--- src/rtl/ripple_count_tracker_pkg.sv ---
// Shared types and defaults for the ripple counter tracking slice.
package ripple_count_tracker_pkg;

    typedef enum logic [1:0] {
        ST_IDLE    = 2'd0,
        ST_ACQUIRE = 2'd1,
        ST_TRACK   = 2'd2,
        ST_ERROR   = 2'd3
    } state_e;

    localparam int unsigned DEF_CNT_W       = 3;
    localparam int unsigned DEF_SYNC_STAGES = 2;

endpackage

--- src/rtl/ripple_count_tracker_sync_chain.sv ---
// Multi-flop synchronizer for bus signals from the ripple-counter domain.
module ripple_count_tracker_sync_chain #(
    parameter int unsigned WIDTH = 3,
    parameter int unsigned DEPTH = 2
) (
    input  logic             clk_i,
    input  logic             rst_ni,
    input  logic [WIDTH-1:0] d_i,
    output logic [WIDTH-1:0] q_o
);

    logic [DEPTH-1:0][WIDTH-1:0] stage_q;

    always_ff @(posedge clk_i or negedge rst_ni) begin
        if (!rst_ni) begin
            stage_q <= '0;
        end else begin
            stage_q <= {stage_q[DEPTH-2:0], d_i};
        end
    end

    assign q_o = stage_q[DEPTH-1];

endmodule

--- src/rtl/ripple_count_tracker.sv ---
// Tracks a synchronized ripple counter, extending it to a wide count with
// wrap strobes, illegal-step detection and roll-over flagging.
module ripple_count_tracker
    import ripple_count_tracker_pkg::*;
#(
    parameter int unsigned CNT_W       = DEF_CNT_W,
    parameter int unsigned EXT_W       = 8,
    parameter int unsigned SYNC_STAGES = DEF_SYNC_STAGES,
    parameter int unsigned MAX_STEP    = 1
) (
    input  logic             clk,
    input  logic             reset,
    input  logic             en,
    input  logic             clear,
    input  logic [CNT_W-1:0] cnt_in,
    output logic [EXT_W-1:0] count_ext,
    output logic             valid,
    output logic             wrap_pulse,
    output logic             err,
    output logic             ovf
);

    localparam int unsigned FILL_W = $clog2(SYNC_STAGES + 1);
    localparam logic [FILL_W-1:0] FILL_DONE  = FILL_W'(SYNC_STAGES);
    localparam logic [CNT_W-1:0]  MAX_STEP_C = CNT_W'(MAX_STEP);

    logic [CNT_W-1:0] s_val;

    ripple_count_tracker_sync_chain #(
        .WIDTH (CNT_W),
        .DEPTH (SYNC_STAGES)
    ) u_sync (
        .clk_i  (clk),
        .rst_ni (reset),
        .d_i    (cnt_in),
        .q_o    (s_val)
    );

    state_e           state_q, state_d;
    logic [CNT_W-1:0] last_val_q, last_val_d;
    logic [EXT_W-1:0] count_q, count_d;
    logic             valid_q, valid_d;
    logic             wrap_q, wrap_d;
    logic             err_q, err_d;
    logic             ovf_q, ovf_d;
    logic [FILL_W-1:0] fill_q, fill_d;

    logic [CNT_W-1:0] delta;
    logic             is_wrap;
    logic [EXT_W:0]   sum;
    logic             fill_done;

    assign delta     = s_val - last_val_q;
    assign is_wrap   = (delta != '0) && (s_val < last_val_q);
    assign sum       = {1'b0, count_q} + {{(EXT_W + 1 - CNT_W){1'b0}}, delta};
    // Acquisition after reset waits until the synchronizer holds real samples.
    assign fill_done = (fill_q == FILL_DONE);
    assign fill_d    = fill_done ? fill_q : fill_q + 1'b1;

    always_comb begin
        state_d    = state_q;
        last_val_d = last_val_q;
        count_d    = count_q;
        valid_d    = valid_q;
        wrap_d     = 1'b0;
        err_d      = err_q;
        ovf_d      = ovf_q;
        if (clear) begin
            state_d = en ? ST_ACQUIRE : ST_IDLE;
            count_d = '0;
            err_d   = 1'b0;
            ovf_d   = 1'b0;
            valid_d = 1'b0;
        end else begin
            unique case (state_q)
                ST_IDLE: begin
                    valid_d = 1'b0;
                    if (en && fill_done) state_d = ST_ACQUIRE;
                end
                ST_ACQUIRE: begin
                    last_val_d = s_val;
                    count_d    = EXT_W'(s_val);
                    err_d      = 1'b0;
                    ovf_d      = 1'b0;
                    valid_d    = 1'b1;
                    state_d    = ST_TRACK;
                end
                ST_TRACK: begin
                    if (!en) begin
                        valid_d = 1'b0;
                        state_d = ST_IDLE;
                    end else if (delta != '0) begin
                        if (delta <= MAX_STEP_C) begin
                            last_val_d = s_val;
                            count_d    = sum[EXT_W-1:0];
                            wrap_d     = is_wrap;
                            if (sum[EXT_W]) ovf_d = 1'b1;
                        end else begin
                            err_d   = 1'b1;
                            valid_d = 1'b0;
                            state_d = ST_ERROR;
                        end
                    end
                end
                ST_ERROR: begin
                    valid_d = 1'b0;
                    if (!en) state_d = ST_IDLE;
                end
                default: state_d = ST_IDLE;
            endcase
        end
    end

    always_ff @(posedge clk or negedge reset) begin
        if (!reset) begin
            state_q    <= ST_IDLE;
            last_val_q <= '0;
            count_q    <= '0;
            valid_q    <= 1'b0;
            wrap_q     <= 1'b0;
            err_q      <= 1'b0;
            ovf_q      <= 1'b0;
            fill_q     <= '0;
        end else begin
            state_q    <= state_d;
            last_val_q <= last_val_d;
            count_q    <= count_d;
            valid_q    <= valid_d;
            wrap_q     <= wrap_d;
            err_q      <= err_d;
            ovf_q      <= ovf_d;
            fill_q     <= fill_d;
        end
    end

    assign count_ext  = count_q;
    assign valid      = valid_q;
    assign wrap_pulse = wrap_q;
    assign err        = err_q;
    assign ovf        = ovf_q;

endmodule

--- config.mk ---
export PLATFORM = sky130hd
export DESIGN_NAME = ripple_count_tracker
export DESIGN_NICKNAME = d
export VERILOG_FILES = /design/src/rtl/ripple_count_tracker_pkg.sv /design/src/rtl/ripple_count_tracker_sync_chain.sv /design/src/rtl/ripple_count_tracker.sv
export SDC_FILE = /design/constraint.sdc
export NUM_CORES = 1
export LEC_CHECK = 0
export CORE_MARGIN = 1.5
export CORE_UTILIZATION = 46
export DETAILED_ROUTE_END_ITERATION = 8
export PLACE_DENSITY_LB_ADDON = 0.05
export SETUP_SLACK_MARGIN = 0.15
export SYNTH_ARGS = -nofsm -noshare
export SYNTH_HDL_FRONTEND = slang
export SYNTH_HIERARCHICAL = 1
export SYNTH_SLANG_ARGS = --single-unit
--- constraint.sdc ---
create_clock -name clk -period 7 [get_ports clk]
set_clock_uncertainty 0.2 [all_clocks]
set_input_delay 0.7 -clock clk [delete_from_list [all_inputs] [get_ports clk]]
set_output_delay 0.7 -clock clk [all_outputs]
set_load 0.03 [all_outputs]
==> results of run 1 <==
## cell usage after synthesis, types with 2 or more instances
library cell	instances	area (sq um)
sky130_fd_sc_hd__a21boi_1	2	15.01
sky130_fd_sc_hd__a21o_1	2	15.01
sky130_fd_sc_hd__buf_4	4	30.03
sky130_fd_sc_hd__dfrtp_1	25	625.6
sky130_fd_sc_hd__fa_1	2	40.04
sky130_fd_sc_hd__ha_1	12	150.1
sky130_fd_sc_hd__inv_1	13	48.80
sky130_fd_sc_hd__mux2_2	5	56.30
sky130_fd_sc_hd__mux2i_1	8	80.08
sky130_fd_sc_hd__nand2_1	12	45.04
sky130_fd_sc_hd__nand2b_1	2	12.51
sky130_fd_sc_hd__nand4_1	3	18.77
sky130_fd_sc_hd__nor2_1	5	18.77
sky130_fd_sc_hd__nor2b_1	2	12.51
sky130_fd_sc_hd__nor3_1	2	10.01
sky130_fd_sc_hd__nor4_1	3	18.77
sky130_fd_sc_hd__o21ai_0	4	20.02
sky130_fd_sc_hd__o31ai_1	3	22.52
sky130_fd_sc_hd__or3_1	3	18.77
sky130_fd_sc_hd__or4_1	3	22.52
sky130_fd_sc_hd__xnor2_1	2	17.52
## state kept, by name, indices dropped and copies added (netlist names)
register and cells:
fill_q 2, wrap_pulse 1, ovf 1, count_ext 8, u_sync/stage_q 3, u_sync/q_o 3, last_val_q 3, valid 1
err 1, state_q 2
## placed cells by master (no fill, tap or decap), drive strengths merged, types with 2 or more instances in the layout
cell / netlist / layout
nand4: 3 / 3
nand2b: 2 / 2
nand2: 12 / 12
a21o: 2 / 2
dfrtp: 25 / 25
o31ai: 4 / 4
clkdlybuf4s50: 0 / 18
nor4: 3 / 3
inv: 13 / 13
or4: 3 / 3
nor3: 2 / 2
xnor2: 2 / 2
mux2: 5 / 5
nor2b: 2 / 2
a21boi: 2 / 2
fa: 2 / 2
clkbuf: 1 / 3
nor2: 5 / 5
mux2i: 8 / 8
o21ai: 4 / 4
ha: 12 / 12
or3: 3 / 3
## worst reg2reg max path, stage by stage, from the launching register on
cell,delay (ps)
sky130_fd_sc_hd__dfrtp_1,420
sky130_fd_sc_hd__inv_1,60
sky130_fd_sc_hd__ha_1,130
sky130_fd_sc_hd__inv_1,60
sky130_fd_sc_hd__fa_1,680
sky130_fd_sc_hd__inv_1,110
sky130_fd_sc_hd__fa_1,440
sky130_fd_sc_hd__nor2b_1,120
sky130_fd_sc_hd__o21ai_0,160
sky130_fd_sc_hd__or4_1,440
sky130_fd_sc_hd__a21boi_1,140
## per-layer routing
metal  global-route usage [%]  part of all wire, %
met4                    8.442                  1.7
met3                    1.978                  4.3
met5                        0                    0
met2                    28.57                   48
met1                    22.95                   46
## kinds of logic after synthesis
logic type | share of synthesized area [%]
simple gates | 13.52
fa+ha+maj | 13.34
flops | 43.90
compound gates | 11.50
buf+inv | 5.795
xor+xnor | 2.371
mux | 9.570
## where the power goes
part	internal, mW	switching (mW)
Clock	0.0219	0.0470
Sequential	0.168	0.0174
Combinational	0.114	0.153
## final cells by class
class	instances	area [sq um]
multi-input combinational	87	716.9
timing repair buffer	19	187.7
clock buffer	3	22.52
fill	272	1353
inverter	13	48.80
sequential	25	625.6
clock inverter	1	7.507
tap	33	41.29
## worst paths after layout
kind	end	cells after the start	startpoint	slack, ps
worst min register to register	u_sync/q_o[0]	0	u_sync/stage_q[0]	170
worst max-delay path	count_ext[4]	10	u_sync/q_o[0]	3990
worst max register to register	count_ext[4]	10	u_sync/q_o[0]	3990
worst min-delay path	u_sync/q_o[0]	0	u_sync/stage_q[0]	170
min in group asynchronous	last_val_q[0]	2	reset	510
max in group asynchronous	ovf	2	reset	5850
## per-stage QoR
step	total power, mW	worst slack, ps	utilization [%]	hold slack [ps]
6_report	0.5207	3990	54.96	166.2
4_1_cts	0.5301	3956	54.96	169.3
2_1_floorplan	0.3888	4113	-	131.2
3_3_place_gp	0.4516	4086	53.96	133.5
3_5_place_dp	0.4556	4023	53.96	134.7
5_1_grt	0.5644	3753	54.96	177.6
==> flow_metrics.tcl, run 1 <==
set metrics [dict create \
    clkLatencyLatePin_ps 330 \
    top_level_ports 19 \
    residual_drc 0 \
    cts-buffers-inserted 3 \
    hpwl_microns 1933 \
    critPathCaptureType "register" \
    postCtsResizedCells 0 \
    start_util_pct 47.46 \
    timing_worst_setup_path_type "reg -> reg" \
    hold_viol_final 0 \
    worst-endpoint-arrival_ps 3080 \
    port-buffer-count 18 \
    maxSlewHeadroom_pct 50.54 \
    fmax_ghz 0.3322 \
    placed_cells 177 \
    ctsRootBufferMaster "sky130_fd_sc_hd__clkbuf_4" \
    htreeDepth 1 \
    synth.avg_cell_area_sq_um 10.96 \
    drtPass1Iterations 4 \
    diodes 0 \
    cts.hold.buffers_added 0 \
    grt_antenna_before_repair 0 \
    cp.required_ps 7070 \
    power.density_nw_per_um2 315.5 \
    cts_tree "built" \
    critical_path.startpoint_type "register" \
    tightest_slew_ps 732.6 \
    nets 170 \
    ys.flop_type "sky130_fd_sc_hd__dfrtp_1" \
    rsz0062_at_grt "no" \
    placeableCoreArea_sq_um 3003 \
    flow.area_growth_from_synthesis_pct 15.80 \
    postSynth.asyncResetShare_pct 100.0 \
    dieArea_sq_um 3441 \
    ant_nets 0 \
    worst_path_dominant_cell_family "adder cells" \
    drt-wirelength-per-cell_microns 14.57 \
    die_w_microns 58.66 \
    outcome "finished clean" \
    critical_path.cell_chain "inv_1 -> ha_1 -> inv_1 -> fa_1 -> inv_1 -> fa_1 -> nor2b_1 -> o21ai_0 -> or4_1 -> a21boi_1" \
    detailroute.via_count 1024 \
    finalMaxSlewViolations 0 \
    maximum_net_fanout_on_the_critical_path 9 \
    worst_path_largest_cell_delay_ps 680 \
    reg_clk_slew_reported_paths_ps 150 \
    hold_path_class "reg -> reg" \
    stdcell_count 181 \
    ys_seq_area_share_pct 43.90 \
    report.final.setup_viol 0 \
    postSynthRegisterBits 25 \
    worst_path_most_repeated_cell "sky130_fd_sc_hd__inv_1" \
    final_layout_size_suffix_gt1_share_pct 9.459 \
    cts.repair_timing.setup_buffer_count 0 \
    grt_max_degree 26 \
    post-route-cell-area_sq_um 1650 \
    grt_pass1_wl_microns 4498 \
    timing.critical_path.buf_inv 3 \
    syn-cell-area_sq_um 1425 \
    synth_edf_count 0 \
    synthesis.nets 151 \
    timing.critical_path.slowest_stage_cell "sky130_fd_sc_hd__fa_1" \
    yosysUniqueCellTypes 34 \
    leakage_nw 0.7152 \
    drv.max_cap_violation_count 0 \
    postPlaceCellArea_sq_um 1620 \
    clock-sinks 25 \
    ctsLongestPathBuffers 2 \
    syn_warnings 6 \
    routabilityCongestion 0.8321 \
    row_count 20 \
    ir_drop_worst_case_vdd_uv 177.6 \
    fin_setup_tns_ps 0 \
    final_period_minus_worst_setup_slack_ps 3010 \
    drt_iter0_drc 40 \
    via_cell_ratio 5.657 \
    overflow 0 \
    route.final.wire_length_microns 2638 \
    number_of_instances_in_the_synthesized_netlist 130 \
    grt_pass1_vias 1029 \
    y_dimension_of_the_die_microns 58.66 \
    post-route-period-util_pct 43.00 \
    grtUsageTotal_pct 17.40 \
]
(Power assumes the default switching activity.)
==> run 2: changes to the inputs <==
==> constraint.sdc (replaced) <==
create_clock -name clk -period 3.2 [get_ports clk]
set_clock_uncertainty 0.2 [all_clocks]
set_input_delay 0.32 -clock clk [delete_from_list [all_inputs] [get_ports clk]]
set_output_delay 0.32 -clock clk [all_outputs]
set_load 0.03 [all_outputs]
==> run 2 against run 1 <==
First-iteration DRC count fell by 75%. Clock power rose by 130%. Largest cell class unchanged. Via count fell by 2.1%. Wire length fell by 1.1%. Critical path type unchanged. Register-to-register slack got worse by 3600 ps. Total power rose by 120%. Highest routed layer unchanged. Clock-buffer cell count did not move. Maximum frequency rose by 7.5%.
==> flow_metrics.tcl, run 2 (same netlist as run 1, synthesis figures left out) <==
set metrics [dict create \
    via_cell_ratio 5.475 \
    reg_clk_slew_reported_paths_ps 150 \
    final_layout_size_suffix_gt1_share_pct 10.67 \
    critical_path.startpoint_type "register" \
    start_util_pct 47.46 \
    hold_path_class "in -> async" \
    residual_drc 0 \
    clkLatencyLatePin_ps 330 \
    maximum_net_fanout_on_the_critical_path 8 \
    overflow 0 \
    top_level_ports 19 \
    finalMaxSlewViolations 0 \
    clock-sinks 25 \
    critical_path.cell_chain "inv_1 -> ha_1 -> inv_1 -> fa_1 -> xor2_2 -> ha_1 -> nor2b_1 -> o21ai_1 -> or4_1 -> a21boi_1" \
    flow.area_growth_from_synthesis_pct 16.94 \
    report.final.setup_viol 0 \
    worst_path_largest_cell_delay_ps 420 \
    route.final.wire_length_microns 2610 \
    port-buffer-count 18 \
    routabilityCongestion 0.8251 \
    dieArea_sq_um 3441 \
    ctsRootBufferMaster "sky130_fd_sc_hd__clkbuf_4" \
    cts.hold.buffers_added 0 \
    outcome "finished clean" \
    power_mw 1.164 \
    fin_setup_tns_ps 0 \
    timing.critical_path.slowest_stage_cell "sky130_fd_sc_hd__dfrtp_1" \
    final_period_minus_worst_setup_slack_ps 2800 \
    fmax_ghz 0.3571 \
    htreeDepth 1 \
    grt_pass1_vias 1012 \
    worst_path_dominant_cell_family "adder cells" \
    worstReg2RegStart "u_sync/q_o[0]" \
    placeableCoreArea_sq_um 3003 \
    grtUsageTotal_pct 17.61 \
    tightest_slew_ps 709.8 \
    nets 172 \
    timing_worst_setup_path_type "reg -> reg" \
    post-route-period-util_pct 87.50 \
    power.density_nw_per_um2 698.4 \
    leakage_nw 0.7294 \
    rsz0062_at_grt "no" \
    ctsLongestPathBuffers 2 \
    diodes 0 \
    drt-wirelength-per-cell_microns 14.26 \
    timing.critical_path.buf_inv 2 \
    ir_drop_worst_case_vdd_uv 339.0 \
    y_dimension_of_the_die_microns 58.66 \
    hpwl_microns 2026 \
    layout_commonest_cell "sky130_fd_sc_hd__dfrtp_1" \
    worst-endpoint-arrival_ps 2870 \
    final.hold.worst_slack_ps 123.8 \
    cts_tree "built" \
    stdcell_count 183 \
    cp.required_ps 3270 \
    number_of_flip_flops_under_the_largest_register_name 8 \
    drt_iter0_drc 10 \
    row_count 20 \
    grt_antenna_before_repair 0 \
    timing.critical_path.from "u_sync/q_o[0]" \
    detailroute.via_count 1002 \
    grt_pass1_wl_microns 4547 \
    maxSlewHeadroom_pct 52.08 \
    drtPass1Iterations 4 \
    cts-buffers-inserted 3 \
    grt_max_degree 26 \
    die_w_microns 58.66 \
    hold_viol_final 0 \
    ant_nets 0 \
    drv.max_cap_violation_count 0 \
    placed_cells 179 \
    critPathCaptureType "register" \
    layout.cells.most_common_list "25 x sky130_fd_sc_hd__dfrtp_1, 18 x sky130_fd_sc_hd__clkdlybuf4s50_1, 13 x sky130_fd_sc_hd__inv_1" \
]
==> run 2: cell count changes in the layout (fill, tap and decap cells not counted) <==
cell / previous run / this run
sky130_fd_sc_hd__o21ai_0: 4 / 3
sky130_fd_sc_hd__o21ai_1: 0 / 1
sky130_fd_sc_hd__buf_4: 1 / 3
sky130_fd_sc_hd__clkinvlp_4: 1 / 0
sky130_fd_sc_hd__inv_6: 0 / 1
==> run 2: stage by stage <==
step                      worst slack (ps)  instance area [sq um]  utilization, %
final                                400.0                   1667           55.50
after global routing                 198.0                   1667           55.50
after CTS                            345.3                   1667           55.50
after detailed placement             370.8                   1635           54.46
after global placement               446.7                   1635           54.46
after floorplan                      313.4                   1425               -
==> run 2: path summary, 6_finish.rpt <==
kind	slack (ps)	end	cells past startpoint
worst max-delay path	400	count_ext[4]	10
worst min-delay path	120	wrap_pulse	2
worst max register to register	400	count_ext[4]	10
worst min register to register	170	u_sync/q_o[0]	0
max in group asynchronous	2440	count_ext[5]	2
min in group clk	170	u_sync/q_o[0]	0
==> run 2: worst register-to-register path: stages, from the launching register on <==
cell and delay (ps):
sky130_fd_sc_hd__dfrtp_1 420, sky130_fd_sc_hd__inv_1 60, sky130_fd_sc_hd__ha_1 140, sky130_fd_sc_hd__inv_1 60, sky130_fd_sc_hd__fa_1 410, sky130_fd_sc_hd__xor2_2 390, sky130_fd_sc_hd__ha_1 230, sky130_fd_sc_hd__nor2b_1 140
sky130_fd_sc_hd__o21ai_1 110, sky130_fd_sc_hd__or4_1 420, sky130_fd_sc_hd__a21boi_1 170
==> run 2: timing repair <==
item,CTS,global route
endpoints found under the setup margin,0,3
buffers inserted,0,0
gates resized for setup,0,1
==> run 2: power by group <==
| group | total [mW] | switching, mW | internal [mW] |
|---|---|---|---|
| logic | 0.604 | 0.342 | 0.262 |
| registers | 0.406 | 0.0392 | 0.367 |
| clock network | 0.155 | 0.104 | 0.0510 |
| total | 1.16 | 0.485 | 0.679 |
==> run 2: metal layers <==
| metal | global-route usage, % | wire (microns) | vias up |
|---|---|---|---|
| met5 | 0 | 0 | - |
| met4 | 7.143 | 33 | 0 |
| met3 | 2.418 | 66 | 4 |
| met2 | 28.73 | 1258 | 15 |
| met1 | 23.76 | 1252 | 485 |
| li1 | - | - | 498 |
==> run 2: area by class of cell <==
cell class / instances / area (sq um)
Fill cell: 282 / 1336
Multi-Input combinational cell: 87 / 716.9
Sequential cell: 25 / 625.6
Timing Repair Buffer: 21 / 202.7
Inverter: 13 / 48.80
Tap cell: 33 / 41.29
Clock buffer: 3 / 22.52
Clock inverter: 1 / 8.758
==> patch 1: new RTL, settings of run 2 <==
`EXT_W`: 8 -> 7.
--- a/src/rtl/ripple_count_tracker.sv
+++ b/src/rtl/ripple_count_tracker.sv
@@ -5,5 +5,5 @@
 #(
     parameter int unsigned CNT_W       = DEF_CNT_W,
-    parameter int unsigned EXT_W       = 8,
+    parameter int unsigned EXT_W       = 7,
     parameter int unsigned SYNC_STAGES = DEF_SYNC_STAGES,
     parameter int unsigned MAX_STEP    = 1
Ports: changed (resized count_ext); port bits go from 19 to 18. The function was not compared with the original's and may differ.
==> patch 1 against run 2 <==
Global-route usage is 1.6 points lower; die area is 6.5% lower; setup slack worse by 120 ps; power is 0.53% lower; routed wire length is 12% lower; cell area is 5.9% lower; sequential cell count is 1 lower; synthesized area is 6.8% lower; combinational power is 1% lower; first-iteration DRC count is 30% lower.
==> patch 1: results (changes against run 2) <==
stage	metric	value	unit	change
route	detail-route-antenna-nets	0		unchanged
route	drtPass1Iterations	2		was 4
synth	synthArstFlopShare	100	%	unchanged
power_and_ir_drop	peakVddDrop	0.501	mV	was 0.339 mV
synth	synthTopCellsByArea	dfrtp_1, ha_1, mux2_2		was dfrtp_1, ha_1, mux2i_1
synth	netlist_instances	123		was 130
synth	synth_edf_count	0		unchanged
synth	ys_seq_area_share	45.2	%	was 43.9%
clock_tree	cts_buffer_depth	2		unchanged
hold_path	hold_class	input pin to async pin		unchanged
clock_tree	postCtsSetupRepairBufs	0		unchanged
clock_tree	cts_made_buffers	3		unchanged
route	wl	2310	um	was 2610 um
route	viasPerCell	5.30		was 5.48
clock_tree	cts_resized	0		unchanged
outcome	status	finished, final reports clean		unchanged
setup_path	critPathMaxFanout	4		was 8
layout	drive_gt1_share	12.0	%	was 10.7%
placed_design	gp_congestion	0.840		was 0.825
layout	largest_reg_flops	7		was 8
setup_path	slowest_stage	or4b_4		was dfrtp_1
power_and_ir_drop	power_leakage	0.688	nW	was 0.729 nW
clock_tree	clkLatencyLatePin	320	ps	
global_route	grt_first_pass_wirelength	3950	um	was 4550 um
clock_tree	path_clk_slew	130	ps	was 150 ps
setup_path	arrival	2970	ps	was 2870 ps
layout	fin_nets	164		was 172
setup_path	max_stage_delay	530	ps	was 420 ps
placed_design	dpl.cell_count	169		was 179
synth	syn_nets	144		was 151
synth	synth_cell_types	31		was 34
timing	final-setup-viol-count	0		unchanged
placed_design	postPlaceCellArea	1530	um2	was 1640 um2
global_route	grt_usage	16.0	%	was 17.6%
synth	yosys_warnings	6		unchanged
route	wl_per_cell	13.3	um	was 14.3 um
timing	max_slew_margin	74.1	%	was 52.1%
synth	yosys-top-cells-count	dfrtp_1, ha_1, inv_1		was dfrtp_1, inv_1, ha_1, nand2_1, mux2i_1
global_route	grt_pass1_vias	889		was 1012
placed_design	detailed_place_hpwl	1790	um	was 2030 um
global_route	grt_max_degree	25		was 26
route	drt_iter0_markers	7		was 10
placed_design	port_buffers	17		was 18
patch 1: cell types whose count changed in the layout (fill, tap and decap cells not counted), sizes merged, moves of 3 or more:
cell,before,now
inv,14,11
nand4,3,0
nand2,12,5
mux2i,8,3
a21oi,1,7
o21ai,4,9
patch 1: logic make-up after synthesis:
logic type	after synthesis	share of synthesized area, %
adders and majority gates	14	14.3
DFF	24	45.2
AOI/OAI and AO/OA	25	11.5
buffers and inverters	16	5.37
muxes	10	8.20
xor gates and xnor gates	3	1.98
and+or+nand+nor	31	13.4
patch 1: final timing paths:
path,startpoint,endpoint,slack [ps],depth (start not counted)
worst max-delay path,u_sync/q_o[0]$_DFF_PN0_,count_ext[6]$_DFFE_PN0P_,280,10
worst min-delay path,reset,ovf$_DFFE_PN0P_,140,2
worst max register to register,u_sync/q_o[0]$_DFF_PN0_,count_ext[6]$_DFFE_PN0P_,280,10
worst min register to register,u_sync/stage_q[2]$_DFF_PN0_,u_sync/q_o[2]$_DFF_PN0_,160,0
max in group asynchronous,reset,u_sync/q_o[0]$_DFF_PN0_,2430,2
min in group clk,u_sync/stage_q[2]$_DFF_PN0_,u_sync/q_o[2]$_DFF_PN0_,160,0
patch 1: worst max-delay path: cells and delay by family, from the launching register on:
kind | cells | cell delay [ps]
AND/OR/NAND/NOR | 2 | 890
adder cells (fa/ha/maj) | 3 | 830
flip-flops | 1 | 410
AO/OA/AOI/OAI | 2 | 230
XOR/XNOR | 1 | 190
buffers and inverters | 2 | 120
patch 1: layer usage:
metal | vias to the layer above | wire length, um | track usage (%)
li1 | 467 | - | -
met1 | 431 | 1100 | 21.3
met2 | 14 | 1100 | 26.4
met3 | 5 | 59 | 2.76
met4 | 0 | 40 | 5.10
met5 | - | 0 | 0
patch 1: stage by stage:
| step | worst slack (ps) | hold slack [ps] |
|---|---|---|
| 2_1_floorplan | 200 | -176 |
| 3_3_place_gp | 332 | 133 |
| 3_5_place_dp | 237 | 135 |
| 4_1_cts | 210 | 141 |
| 5_1_grt | 150 | 162 |
| 6_report | 282 | 137 |
patch 1: final cells by class:
class                   count  area [um2]
clock buffers               4        36.3
fillers                   248        1190
inverters                  11        41.3
multi-input cells          83         658
flip-flops and latches     24         601
well taps                  31        38.8
repair buffers             20         193
patch 1: power by group:
part | total [mW] | internal, mW | switching, mW
registers | 0.403 | 0.358 | 0.0445
clock network | 0.160 | 0.0696 | 0.0902
logic | 0.595 | 0.274 | 0.321
==> patch 2: new RTL, flow settings as in run 2 <==
Without the edit above. Register the inputs `en`, `clear` and `cnt_in` before use. The logic sees them one clock later.
--- a/src/rtl/ripple_count_tracker.sv
+++ b/src/rtl/ripple_count_tracker.sv
@@ -25,4 +25,14 @@
     localparam logic [CNT_W-1:0]  MAX_STEP_C = CNT_W'(MAX_STEP);
 
+    logic en_q;
+    logic clear_q;
+    logic [CNT_W-1:0] cnt_q;
+
+    always_ff @(posedge clk) begin
+        en_q    <= en;
+        clear_q <= clear;
+        cnt_q   <= cnt_in;
+    end
+
     logic [CNT_W-1:0] s_val;
 
@@ -33,5 +43,5 @@
         .clk_i  (clk),
         .rst_ni (reset),
-        .d_i    (cnt_in),
+        .d_i    (cnt_q),
         .q_o    (s_val)
     );
@@ -66,6 +76,6 @@
         err_d      = err_q;
         ovf_d      = ovf_q;
-        if (clear) begin
-            state_d = en ? ST_ACQUIRE : ST_IDLE;
+        if (clear_q) begin
+            state_d = en_q ? ST_ACQUIRE : ST_IDLE;
             count_d = '0;
             err_d   = 1'b0;
@@ -76,5 +86,5 @@
                 ST_IDLE: begin
                     valid_d = 1'b0;
-                    if (en && fill_done) state_d = ST_ACQUIRE;
+                    if (en_q && fill_done) state_d = ST_ACQUIRE;
                 end
                 ST_ACQUIRE: begin
@@ -87,5 +97,5 @@
                 end
                 ST_TRACK: begin
-                    if (!en) begin
+                    if (!en_q) begin
                         valid_d = 1'b0;
                         state_d = ST_IDLE;
@@ -105,5 +115,5 @@
                 ST_ERROR: begin
                     valid_d = 1'b0;
-                    if (!en) state_d = ST_IDLE;
+                    if (!en_q) state_d = ST_IDLE;
                 end
                 default: state_d = ST_IDLE;
Behaviour: not the same (Yosys sat finds a counterexample within 4 cycles, from zero or initial values and one cycle with reset low).
==> patch 2 against run 2 <==
Non-clock buffer count grew 2; power rose by 34%; sequential share of layout area is 1.3 points higher; synthesized cell count is 6.2% higher; sequential cell count is 5 higher; cell count up 14%; cell area grew 12%; hold slack better by 8.3 ps; setup slack worse by 140 ps; routed wire length up 11%; synthesized area rose by 6.1%; critical endpoint is now count_ext[3]$_DFFE_PN0P_; largest cell class unchanged; largest power group unchanged; highest routed layer unchanged.
==> patch 2: results (changes against run 2) <==
stage	metric	value	unit	change
global_route	grt_usage	18.7	%	was 17.6%
route	wl_per_cell	13.9	um	was 14.3 um
placed_design	port_buffers	18		unchanged
placed_design	detailed_place_hpwl	2050	um	was 2030 um
synth	synth_compound_area_share	13.3	%	was 11.5%
synth	synthAdderAreaFrac	12.6	%	was 13.3%
synth	synth_mux_area_share	4.97	%	was 9.57%
placed_design	gp_congestion	0.821		was 0.825
layout	drive_gt1_share	18.3	%	was 10.7%
layout	fillers	263		was 282
clock_tree	cts_made_buffers	5		was 3
synth	syn_nets	159		was 151
setup_path	slowest_stage	or3_4		was dfrtp_1
synth	synthArstFlopShare	83.3	%	was 100%
outcome	status	finished, final reports clean		unchanged
route	routed-via-count	1090		was 1002
synth	yosys-top-cells-count	dfrtp_1, inv_1, ha_1		was dfrtp_1, inv_1, ha_1, nand2_1, mux2i_1
power_and_ir_drop	power_leakage	0.796	nW	was 0.729 nW
setup_path	r2r_end	count_ext[3]$_DFFE_PN0P_		was count_ext[4]$_DFFE_PN0P_
synth	synthXorXnorAreaFrac	1.66	%	was 2.37%
hold_path	hold_class	register to register		was input pin to async pin
setup_path	arrival	2990	ps	was 2870 ps
power_and_ir_drop	peakVddDrop	0.456	mV	was 0.339 mV
synth	yosys_warnings	6		unchanged
layout	fin_nets	185		was 172
setup_path	max_stage_delay	400	ps	was 420 ps
clock_tree	htreeDepth	2		was 1
synth	synth_cell_types	42		was 34
setup_path	critPathMaxFanout	4		was 8
timing	worst_pin_slew	655	ps	was 710 ps
synth	ys_seq_area_share	48.0	%	was 43.9%
route	drt_iter0_markers	62		was 10
clock_tree	path_clk_slew	90	ps	was 150 ps
setup_path	r2r_cells	11		was 10
-- patch 2: worst max-delay path by stage --
stage / from / to / slack, ps / cells after the start
floorplan: u_sync/q_o[0]$_DFF_PN0_ / count_ext[3]$_DFFE_PN0P_ / 250 / 12
global placement: u_sync/q_o[0]$_DFF_PN0_ / count_ext[3]$_DFFE_PN0P_ / 260 / 11
detailed placement: u_sync/q_o[0]$_DFF_PN0_ / count_ext[7]$_DFFE_PN0P_ / 130 / 11
CTS: u_sync/q_o[0]$_DFF_PN0_ / count_ext[3]$_DFFE_PN0P_ / 160 / 11
global route: u_sync/q_o[0]$_DFF_PN0_ / count_ext[6]$_DFFE_PN0P_ / 140 / 10
finish: u_sync/q_o[0]$_DFF_PN0_ / count_ext[3]$_DFFE_PN0P_ / 260 / 11
-- patch 2: per-stage QoR --
stage / area [um2] / hold WS, ps / worst slack (ps) / std cells
final: 1870 / 132 / 258 / 208
after floorplan: 1510 / -176 / 249 / 138
after detailed placement: 1730 / 122 / 135 / 197
after CTS: 1820 / 134 / 160 / 204
after global routing: 1870 / 135 / 141 / 208
after global placement: 1730 / 119 / 255 / 197
-- patch 2: cell type report --
cell class	count	area, um2	area share, %
repair buffers	23	218	11.6
well taps	44	55.1	2.95
clock inverters	1	30.0	1.61
clock buffers	6	51.3	2.74
inverters	16	60.1	3.21
flip-flops and latches	30	726	38.8
multi-input cells	88	729	39.0
-- patch 2: cell families (layout without fill, tap and decap cells) --
| family | after synthesis | count (layout) |
|---|---|---|
| xor+xnor | 2 | 2 |
| mux | 7 | 7 |
| simple gates | 36 | 36 |
| fa+ha+maj | 14 | 14 |
| buf+inv | 20 | 46 |
| flops | 30 | 30 |
| compound gates | 29 | 29 |
-- patch 2: repair_timing --
item / in CTS / in global routing
endpoints found under the setup margin: 1 / 5
setup buffers: 0 / 4
pin swaps: 0 / 2
resized for setup: 1 / 4
-- patch 2: power by group --
| part | internal [mW] | switching, mW |
|---|---|---|
| Clock | 0.182 | 0.122 |
| Sequential | 0.439 | 0.0578 |
| Combinational | 0.340 | 0.417 |
-- patch 2: routing by layer --
| metal | wire length, um | part of all wire (%) | up-vias | track usage [%] |
|---|---|---|---|---|
| li1 | - | - | 538 | - |
| met1 | 1400 | 48 | 524 | 25.2 |
| met2 | 1330 | 46 | 23 | 27.2 |
| met3 | 126 | 4.4 | 5 | 5.41 |
| met4 | 36 | 1.2 | 0 | 10.2 |
| met5 | 0 | 0 | - | 0 |
-- patch 2: critical path: cells and delay by family, from the launching register on --
| family | cells | cell delay [ps] |
|---|---|---|
| AOI/OAI and AO/OA | 2 | 200 |
| xor gates and xnor gates | 1 | 250 |
| adders and majority gates | 3 | 780 |
| buffers and inverters | 3 | 220 |
| DFF | 1 | 390 |
| and+or+nand+nor | 2 | 800 |
